**config.mk**
```make
export PLATFORM = sky130hd
export DESIGN_NAME = mac_array_ctrl_flat
export DESIGN_NICKNAME = d
export VERILOG_FILES = /design/src/rtl/mac_array_ctrl_if.sv /design/src/rtl/mac_array_ctrl.sv /design/src/flat_wrapper.sv
export SDC_FILE = /design/constraint.sdc
export NUM_CORES = 1
export LEC_CHECK = 0
export BUFFER_PORTS_ARGS = -buffer_cell sky130_fd_sc_hd__buf_2
export CELL_PAD_IN_SITES_DETAIL_PLACEMENT = 1
export CELL_PAD_IN_SITES_GLOBAL_PLACEMENT = 1
export CORE_ASPECT_RATIO = 1.75
export CORE_MARGIN = 2
export CORE_UTILIZATION = 35
export CTS_CLUSTER_DIAMETER = 50
export DETAILED_ROUTE_END_ITERATION = 7
export PLACE_DENSITY_LB_ADDON = 0.25
export SLEW_MARGIN = 15
export SYNTH_ARGS = -nofsm -noshare
export SYNTH_HDL_FRONTEND = slang
export SYNTH_SLANG_ARGS = --single-unit
```
**constraint.sdc**
```tcl
create_clock -name clk -period 5.19 [get_ports clk]
set_clock_uncertainty 0.05 [all_clocks]
set_input_delay 0.519 -clock clk [delete_from_list [all_inputs] [get_ports clk]]
set_output_delay 0.519 -clock clk [all_outputs]
set_load 0.01 [all_outputs]
```
**src/rtl/mac_array_ctrl_if.sv**
```systemverilog
// Command/SRAM/column-control bundle between the core controller and mac_array_ctrl.
// The master side is the core controller; mac_array_ctrl attaches through the slave modport.
interface mac_array_ctrl_if #(
    parameter int addr_bw = 11
);
    logic               start;
    logic [addr_bw-1:0] key_base;
    logic [addr_bw-1:0] q_base;
    logic [addr_bw-1:0] q_len;
    logic               ofifo_full;
    logic               mem_rd;
    logic [addr_bw-1:0] mem_addr;
    logic               mac_rst;
    logic [1:0]         inst;
    logic               busy;
    logic               done;

    modport master (
        output start, key_base, q_base, q_len, ofifo_full,
        input  mem_rd, mem_addr, mac_rst, inst, busy, done
    );

    modport slave (
        input  start, key_base, q_base, q_len, ofifo_full,
        output mem_rd, mem_addr, mac_rst, inst, busy, done
    );
endinterface

```
**src/rtl/mac_array_ctrl.sv**
```systemverilog
// Pass sequencer for a mac_col chain: key load, query execute with FIFO throttling, drain.
// The instruction word is registered so it lines up with SRAM data returned one cycle later.
module mac_array_ctrl #(
    parameter int col       = 8,
    parameter int addr_bw   = 11,
    parameter int load_cyc  = 10,
    parameter int drain_cyc = 10
) (
    input  logic                 clk,
    input  logic                 reset,
    mac_array_ctrl_if.slave      bus
);
    typedef enum logic [2:0] {
        S_IDLE, S_ARM, S_KLOAD, S_EXEC, S_DRAIN, S_DONE
    } state_t;

    localparam logic [addr_bw-1:0] ONE        = addr_bw'(1);
    localparam logic [addr_bw-1:0] LOAD_LAST  = addr_bw'(load_cyc - 1);
    localparam logic [addr_bw-1:0] DRAIN_LAST = addr_bw'(drain_cyc - 1);

    // Shorter windows would leave the far columns without a key or a flushed result.
    if (load_cyc < col + 2 || drain_cyc < col + 2) begin : g_bad_params
        $error("mac_array_ctrl: load_cyc and drain_cyc must be >= col+2");
    end

    state_t             state_q, state_d;
    logic [addr_bw-1:0] cnt_q, cnt_d;
    logic [addr_bw-1:0] j_q, j_d;
    logic [addr_bw-1:0] key_base_q, key_base_d;
    logic [addr_bw-1:0] q_base_q, q_base_d;
    logic [addr_bw-1:0] q_len_q, q_len_d;
    logic [1:0]         inst_q, inst_d;

    logic               mem_rd;
    logic [addr_bw-1:0] mem_addr;
    logic               mac_rst;
    logic               done;
    logic               rd_kload;
    logic               rd_exec;

    always_ff @(posedge clk or negedge reset) begin
        if (!reset) begin
            state_q    <= S_IDLE;
            cnt_q      <= '0;
            j_q        <= '0;
            key_base_q <= '0;
            q_base_q   <= '0;
            q_len_q    <= '0;
            inst_q     <= 2'b00;
        end else begin
            state_q    <= state_d;
            cnt_q      <= cnt_d;
            j_q        <= j_d;
            key_base_q <= key_base_d;
            q_base_q   <= q_base_d;
            q_len_q    <= q_len_d;
            inst_q     <= inst_d;
        end
    end

    always_comb begin
        state_d    = state_q;
        cnt_d      = cnt_q;
        j_d        = j_q;
        key_base_d = key_base_q;
        q_base_d   = q_base_q;
        q_len_d    = q_len_q;
        mem_rd     = 1'b0;
        mem_addr   = '0;
        mac_rst    = 1'b0;
        done       = 1'b0;
        rd_kload   = 1'b0;
        rd_exec    = 1'b0;

        unique case (state_q)
            S_IDLE: begin
                if (bus.start) begin
                    key_base_d = bus.key_base;
                    q_base_d   = bus.q_base;
                    q_len_d    = bus.q_len;
                    cnt_d      = '0;
                    j_d        = '0;
                    state_d    = S_ARM;
                end
            end
            S_ARM: begin
                mac_rst = 1'b1;
                cnt_d   = '0;
                state_d = S_KLOAD;
            end
            S_KLOAD: begin
                mem_rd   = 1'b1;
                rd_kload = 1'b1;
                mem_addr = key_base_q + cnt_q;
                if (cnt_q == LOAD_LAST) begin
                    cnt_d   = '0;
                    state_d = (q_len_q != '0) ? S_EXEC : S_DRAIN;
                end else begin
                    cnt_d = cnt_q + ONE;
                end
            end
            S_EXEC: begin
                // A full output FIFO inserts a bubble: no read, query index holds.
                if (!bus.ofifo_full) begin
                    mem_rd   = 1'b1;
                    rd_exec  = 1'b1;
                    mem_addr = q_base_q + j_q;
                    j_d      = j_q + ONE;
                    if (j_q == q_len_q - ONE) begin
                        cnt_d   = '0;
                        state_d = S_DRAIN;
                    end
                end
            end
            S_DRAIN: begin
                if (cnt_q == DRAIN_LAST) begin
                    cnt_d   = '0;
                    state_d = S_DONE;
                end else begin
                    cnt_d = cnt_q + ONE;
                end
            end
            S_DONE: begin
                done    = 1'b1;
                state_d = S_IDLE;
            end
            default: state_d = S_IDLE;
        endcase
    end

    assign inst_d = {rd_exec, rd_kload};

    assign bus.mem_rd   = mem_rd;
    assign bus.mem_addr = mem_addr;
    assign bus.mac_rst  = mac_rst;
    assign bus.inst     = inst_q;
    assign bus.busy     = (state_q != S_IDLE);
    assign bus.done     = done;
endmodule

```
**src/flat_wrapper.sv**
```systemverilog
// flat-port wrapper written by rule: the top's interface ports become plain ports
module mac_array_ctrl_flat 
#(
    parameter int col       = 8,
    parameter int addr_bw   = 11,
    parameter int load_cyc  = 10,
    parameter int drain_cyc = 10
)
  (clk, reset, bus_start, bus_key_base, bus_q_base, bus_q_len, bus_ofifo_full, bus_mem_rd, bus_mem_addr, bus_mac_rst, bus_inst, bus_busy, bus_done);
  mac_array_ctrl_if #(.addr_bw(addr_bw)) bus_i ();
  input  logic clk;
  input  logic reset;
  input wire logic [$bits(bus_i.start)-1:0] bus_start;
  input wire logic [$bits(bus_i.key_base)-1:0] bus_key_base;
  input wire logic [$bits(bus_i.q_base)-1:0] bus_q_base;
  input wire logic [$bits(bus_i.q_len)-1:0] bus_q_len;
  input wire logic [$bits(bus_i.ofifo_full)-1:0] bus_ofifo_full;
  output wire logic [$bits(bus_i.mem_rd)-1:0] bus_mem_rd;
  output wire logic [$bits(bus_i.mem_addr)-1:0] bus_mem_addr;
  output wire logic [$bits(bus_i.mac_rst)-1:0] bus_mac_rst;
  output wire logic [$bits(bus_i.inst)-1:0] bus_inst;
  output wire logic [$bits(bus_i.busy)-1:0] bus_busy;
  output wire logic [$bits(bus_i.done)-1:0] bus_done;
  assign bus_i.start = bus_start;
  assign bus_i.key_base = bus_key_base;
  assign bus_i.q_base = bus_q_base;
  assign bus_i.q_len = bus_q_len;
  assign bus_i.ofifo_full = bus_ofifo_full;
  assign bus_mem_rd = bus_i.mem_rd;
  assign bus_mem_addr = bus_i.mem_addr;
  assign bus_mac_rst = bus_i.mac_rst;
  assign bus_inst = bus_i.inst;
  assign bus_busy = bus_i.busy;
  assign bus_done = bus_i.done;
  mac_array_ctrl #(.col(col), .addr_bw(addr_bw), .load_cyc(load_cyc), .drain_cyc(drain_cyc)) u_core (.clk(clk), .reset(reset), .bus(bus_i));
endmodule
```
# Yosys cells after proc, flatten, opt, wreduce, memory -nomap -nowiden
# Cells that the tools add are included.
[totals]
reg_bits = 60
word_cells = 56
in_bits = 37
out_inout_bits = 17
[op_classes]
reduce_logical = 10
mux = 22
add_sub_neg = 5
eq_ne = 12
[ops]
columns = ["cell", "n"]
rows = [
  ["$mux 11", 6],
  ["$pmux 11 s2", 2],
  ["$pmux 11 s4", 1],
  ["$add 11x1->11 const B", 2],
  ["$add 11x11->11", 2],
  ["$mux 3", 6],
  ["$pmux 3 s5", 1],
  ["$eq 11x11->1", 1],
  ["$eq 11x4->1 const B", 1],
  ["$reduce_bool 11->1", 1],
  ["$sub 11x1->11 const B", 1],
  ["$eq 3x2->1 const B", 2],
  ["$eq 3x3->1 const B", 2],
  ["$ne 2x1->1 const B", 3],
  ["$mux 1", 5],
  ["$reduce_and 5->1", 1],
  ["$ne 2x2->1 const B", 2],
  ["$reduce_and 4->1", 1],
  ["$reduce_bool 4->1", 1],
  ["$eq 3x1->1 const B", 1],
  ["$logic_not 3->1", 1],
  ["$reduce_and 3->1", 1],
  ["$reduce_bool 3->1", 1],
  ["$pmux 1 s2", 1],
  ["3 further kinds", 3],
]

# Logic depth before layout (Yosys ltp)
[depth]
depth_word = 5
depth_mapped = 11
ltp_nobuf = 11

# Worst setup path before layout
# Ideal clock, no wire load.
[synth_timing]
kind = "register -> output"
startpoint = "reg u_core.j_q[1]"
endpoint = "out bus_mem_addr[9]"
required_time_ns = 4.621
setup_slack_ns = 2.440
n_path_buf = 0
path_stages_with_launch = 10
arrival_ns = 2.181
path_cell_list = "dfrtp_1 ha_1 a21o_1 a21oi_1 o21ai_0 a2111oi_0 nor3_1 a31oi_1 xor2_1 o22ai_1"
[synth_between]
elab_chain_len = 3
[synth_lines]
columns = ["element", "line_no", "source"]
rows = [
  ["from (decl)", "mac_array_ctrl.sv:28", "logic [addr_bw-1:0] j_q, j_d;"],
  ["from (signal assigned)", "mac_array_ctrl.sv:53", "j_q <= j_d;"],
  ["$add 11x11->11", "mac_array_ctrl.sv:107", "mem_addr = q_base_q + j_q;"],
  ["$mux 11", "mac_array_ctrl.sv:104", "if (!bus.ofifo_full) begin"],
  ["$pmux 11 s2", "mac_array_ctrl.sv:75", "unique case (state_q)"],
  ["to (decl)", "flat_wrapper.sv:19", "output wire logic [$bits(bus_i.mem_addr)-1:0] bus_mem_addr;"],
]
# No other way between the ends.

# Final worst setup path
[layout_timing]
startpoint = "reg u_core.j_q[0]"
endpoint = "out bus_mem_addr[10]"
# The elaborated chain is that of the path after synthesis.

==> run summary <==
Clocking
* **clock-pin transition on the worst setup and hold timing paths** 60 ps
* **number of gates given a new drive strength after cts** 0
* **number of H-tree branching levels** 3
* **CTS Root Buffer Type** sky130_fd_sc_hd__clkbuf_16
* **Max Buffers Root-to-Sink** 2
* **TritonCTS clock tree** built
* **# hold bufs at CTS** 0
* **post-CTS setup buffer count** 0
* **Clk Latency, worst-skew pair** 330 ps
* **number of clock buffers inserted by TritonCTS** 9
* **TritonCTS Sinks** 60

Worst setup path
* **signal arrival time at the worst endpoint** 2970 ps
* **peak fanout along the critical path** 8
* **Critical Path End Type** primary output
* **category of the critical setup timing path** reg -> out
* **Required @ worst endpoint** 4620 ps
* **kind of launch point of the worst setup path** flop
* **startpoint of the lowest-slack register-to-register path** u_core.q_len_q[0]
* **Worst Setup SP** u_core.j_q[0]

Final layout
* **multi-input combinational cell area** 2290 um^2
* **Register Area** 1500 um^2
* **share of post-route cells with drive strength above 1** 15.3%
* **number of fill cells in the layout** 1360
* **utilization after layout** 41.5%
* **final cell count without fillers** 656
* **Layout Nets** 583
* **Area Overhead vs Synth** 16.0%
* **Layout Cell Area excl Fill** 4580 um^2
* **count of antenna diodes in the layout** 0

Timing
* **final hold vios** 0
* **Rel. slew slack** 46.3%
* **worst-margin pin slew** 805 ps
* **tightest hold margin** 302 ps
* **count of endpoints failing setup in the final report** 0
* **post-route clock period utilization** 68.2%
* **setup repair after global routing missed its margin** false
* **final number of max-transition violations** 0
* **f_max** 0.283 GHz
* **final critical-path required period** 3540 ps
* **final sum of negative setup slack** 0 ps
* **worst path setup slack after routing** 1650 ps

Floorplan
* **total number of placement rows** 51
* **I/O pin count** 54
* **Die X** 84.3 um
* **core region area** 11000 um^2
* **Starting Density** 35.8%
* **floorplan die area** 12200 um^2
* **height of the chip** 145 um

Global routing
* **antenna violations before repair** 0
* **maximum number of pins on one net before global-route repair** 61
* **via count of the first global-routing pass** 3811
* **wire length of the first global-routing pass** 19.1 mm
* **overall track demand over capacity in global routing** 20.1%
* **Overflow after GRT** 0

Detailed routing
* **Residual DRC** 0
* **average via count per standard cell** 5.39
* **Via Count** 3538
* **Total Routed Length** 11.5 mm
* **Antenna Nets Post-Route** 0
* **average wire length per cell after detail routing** 17.5 um
* **violation count after the first detailed-routing iteration** 136
* **Pre-antenna DRT Iters** 4

Placement
* **count of port buffers added during placement** 53
* **placement-stage worst setup slack** 1960 ps
* **placer's final routability congestion estimate** 0.828
* **Post-Place Cells** 640
* **Post-DP Area** 4310 um^2
* **HPWL after detailed placement** 8.73 mm

Pwr
* **overall power after layout** 2.55 mW
* **worst-case vdd ir drop** 0.000243 V
* **cell area power density** 557 nW/um^2
* **leakage power figure** 2.25 nW

Job
* **max-capacitance violation count** 0

Yosys
* **Async SR Flop Fraction** 100%
* **number of instances in the synthesized netlist** 474
* **Post-Synthesis Cell Area** 3950 um^2
* **most common cell in the synthesized netlist** sky130_fd_sc_hd__nand2_1
* **sequential share of the synthesized area** 38.0%
* **dominant register cell in the synthesized netlist** sky130_fd_sc_hd__dfrtp_1
* **number of storage elements in the synthesis netlist** 60
* **cell types with the largest area share after synthesis** sky130_fd_sc_hd__dfrtp_1, sky130_fd_sc_hd__nand2_1, sky130_fd_sc_hd__ha_1
* **cell type with the highest aggregate area in the netlist** sky130_fd_sc_hd__dfrtp_1
* **post-synthesis area per instance** 8.34 um^2
* **post-synthesis cell type count** 54
* **portion of synthesized cell area occupied by the leading cell type** 38.0%
* **EDFF count, synth** 0
* **most common library cells after synthesis** sky130_fd_sc_hd__nand2_1, sky130_fd_sc_hd__dfrtp_1, sky130_fd_sc_hd__nor2_1
* **number of warnings printed during yosys synthesis** 0
* **Post-Syn Nets** 538

Outcome
* **status** completed

Min path
* **Worst Hold Class** in -> async

-- worst max-delay path, stage by stage, from the launching register on --
cell and delay (ps):
sky130_fd_sc_hd__dfrtp_1 490, sky130_fd_sc_hd__ha_1 230, sky130_fd_sc_hd__inv_1 60, sky130_fd_sc_hd__fa_1 370, sky130_fd_sc_hd__nor2b_1 150, sky130_fd_sc_hd__o21ai_0 120, sky130_fd_sc_hd__a21oi_1 210, sky130_fd_sc_hd__o21ai_0 140
sky130_fd_sc_hd__a21oi_1 240, sky130_fd_sc_hd__a31oi_1 140, sky130_fd_sc_hd__xnor2_1 200, sky130_fd_sc_hd__o22ai_1 120, sky130_fd_sc_hd__buf_2 160
-- state kept, by name, indices dropped and copies added (netlist names) --
name,count
u_core.q_len_q,11
u_core.bus.inst,2
u_core.j_q,11
u_core.cnt_q,11
u_core.state_q,3
u_core.q_base_q,11
u_core.key_base_q,11
-- cell type report --
cell class	instances	area share (%)
Multi-Input combinational cell	373	49.9
Sequential cell	60	32.8
Timing Repair Buffer	56	6.28
Clock buffer	11	5.30
Tap cell	132	3.60
Inverter	19	1.56
Clock inverter	5	0.601
-- worst paths after layout --
kind | endpoint | slack (ps) | cells after the start
max | bus_mem_addr[10] | 1650 | 12
min | u_core.cnt_q[9] | 300 | 2
max reg2reg | u_core.cnt_q[3] | 2220 | 10
min reg2reg | u_core.key_base_q[8] | 440 | 2
max in group asynchronous | u_core.key_base_q[2] | 4240 | 2
min in group clk | u_core.key_base_q[10] | 330 | 3
-- report_power, final --
part / total, mW / switching, mW / internal, mW
clock network: 0.548 / 0.215 / 0.332
logic: 1.12 / 0.628 / 0.497
registers: 0.878 / 0.241 / 0.637
total: 2.55 / 1.08 / 1.47
-- kinds of logic (layout without fill, tap and decap cells) --
kind of cell / count (synthesis) / in the layout / share of synthesized area (%)
AO/OA/AOI/OAI: 84 / 84 / 13.9
XOR/XNOR: 38 / 38 / 8.42
adder cells (fa/ha/maj): 27 / 27 / 8.93
buffers and inverters: 41 / 91 / 4.12
flip-flops: 60 / 60 / 38.0
multiplexers: 1 / 1 / 0.285
AND/OR/NAND/NOR: 223 / 223 / 26.3
-- layer usage --
metal  vias to the layer above  global-route usage, %  part of all wire [%]
met4                         0                   7.81                   3.1
met5                         -                      0                     0
li1                       1718                      -                     -
met3                        20                   3.20                   2.3
met1                      1739                   21.1                    39
met2                        61                   39.3                    56
-- cell usage in the layout, fill, tap and decap left out, types with 3 or more instances in the layout --
master | netlist | layout
sky130_fd_sc_hd__nor3_1 | 19 | 19
sky130_fd_sc_hd__ha_1 | 25 | 25
sky130_fd_sc_hd__a21o_1 | 8 | 8
sky130_fd_sc_hd__buf_2 | 1 | 53
sky130_fd_sc_hd__xor2_1 | 19 | 19
sky130_fd_sc_hd__nand3_1 | 17 | 17
sky130_fd_sc_hd__nor4_1 | 4 | 4
sky130_fd_sc_hd__a31oi_1 | 8 | 8
sky130_fd_sc_hd__nand4_1 | 6 | 6
sky130_fd_sc_hd__dfrtp_1 | 60 | 60
sky130_fd_sc_hd__a21oi_1 | 14 | 14
sky130_fd_sc_hd__nor2b_1 | 7 | 7
sky130_fd_sc_hd__clkinv_2 | 0 | 4
sky130_fd_sc_hd__o21ai_0 | 28 | 28
sky130_fd_sc_hd__nand2b_1 | 5 | 5
sky130_fd_sc_hd__buf_4 | 0 | 3
sky130_fd_sc_hd__inv_1 | 19 | 19
sky130_fd_sc_hd__o22ai_1 | 4 | 4
sky130_fd_sc_hd__a2bb2oi_1 | 3 | 3
sky130_fd_sc_hd__nor2_1 | 32 | 32
sky130_fd_sc_hd__xnor2_1 | 19 | 19
sky130_fd_sc_hd__clkbuf_16 | 0 | 9
sky130_fd_sc_hd__and3_1 | 8 | 8
sky130_fd_sc_hd__nand2_1 | 105 | 105
Power figures use the tool's default switching activity.
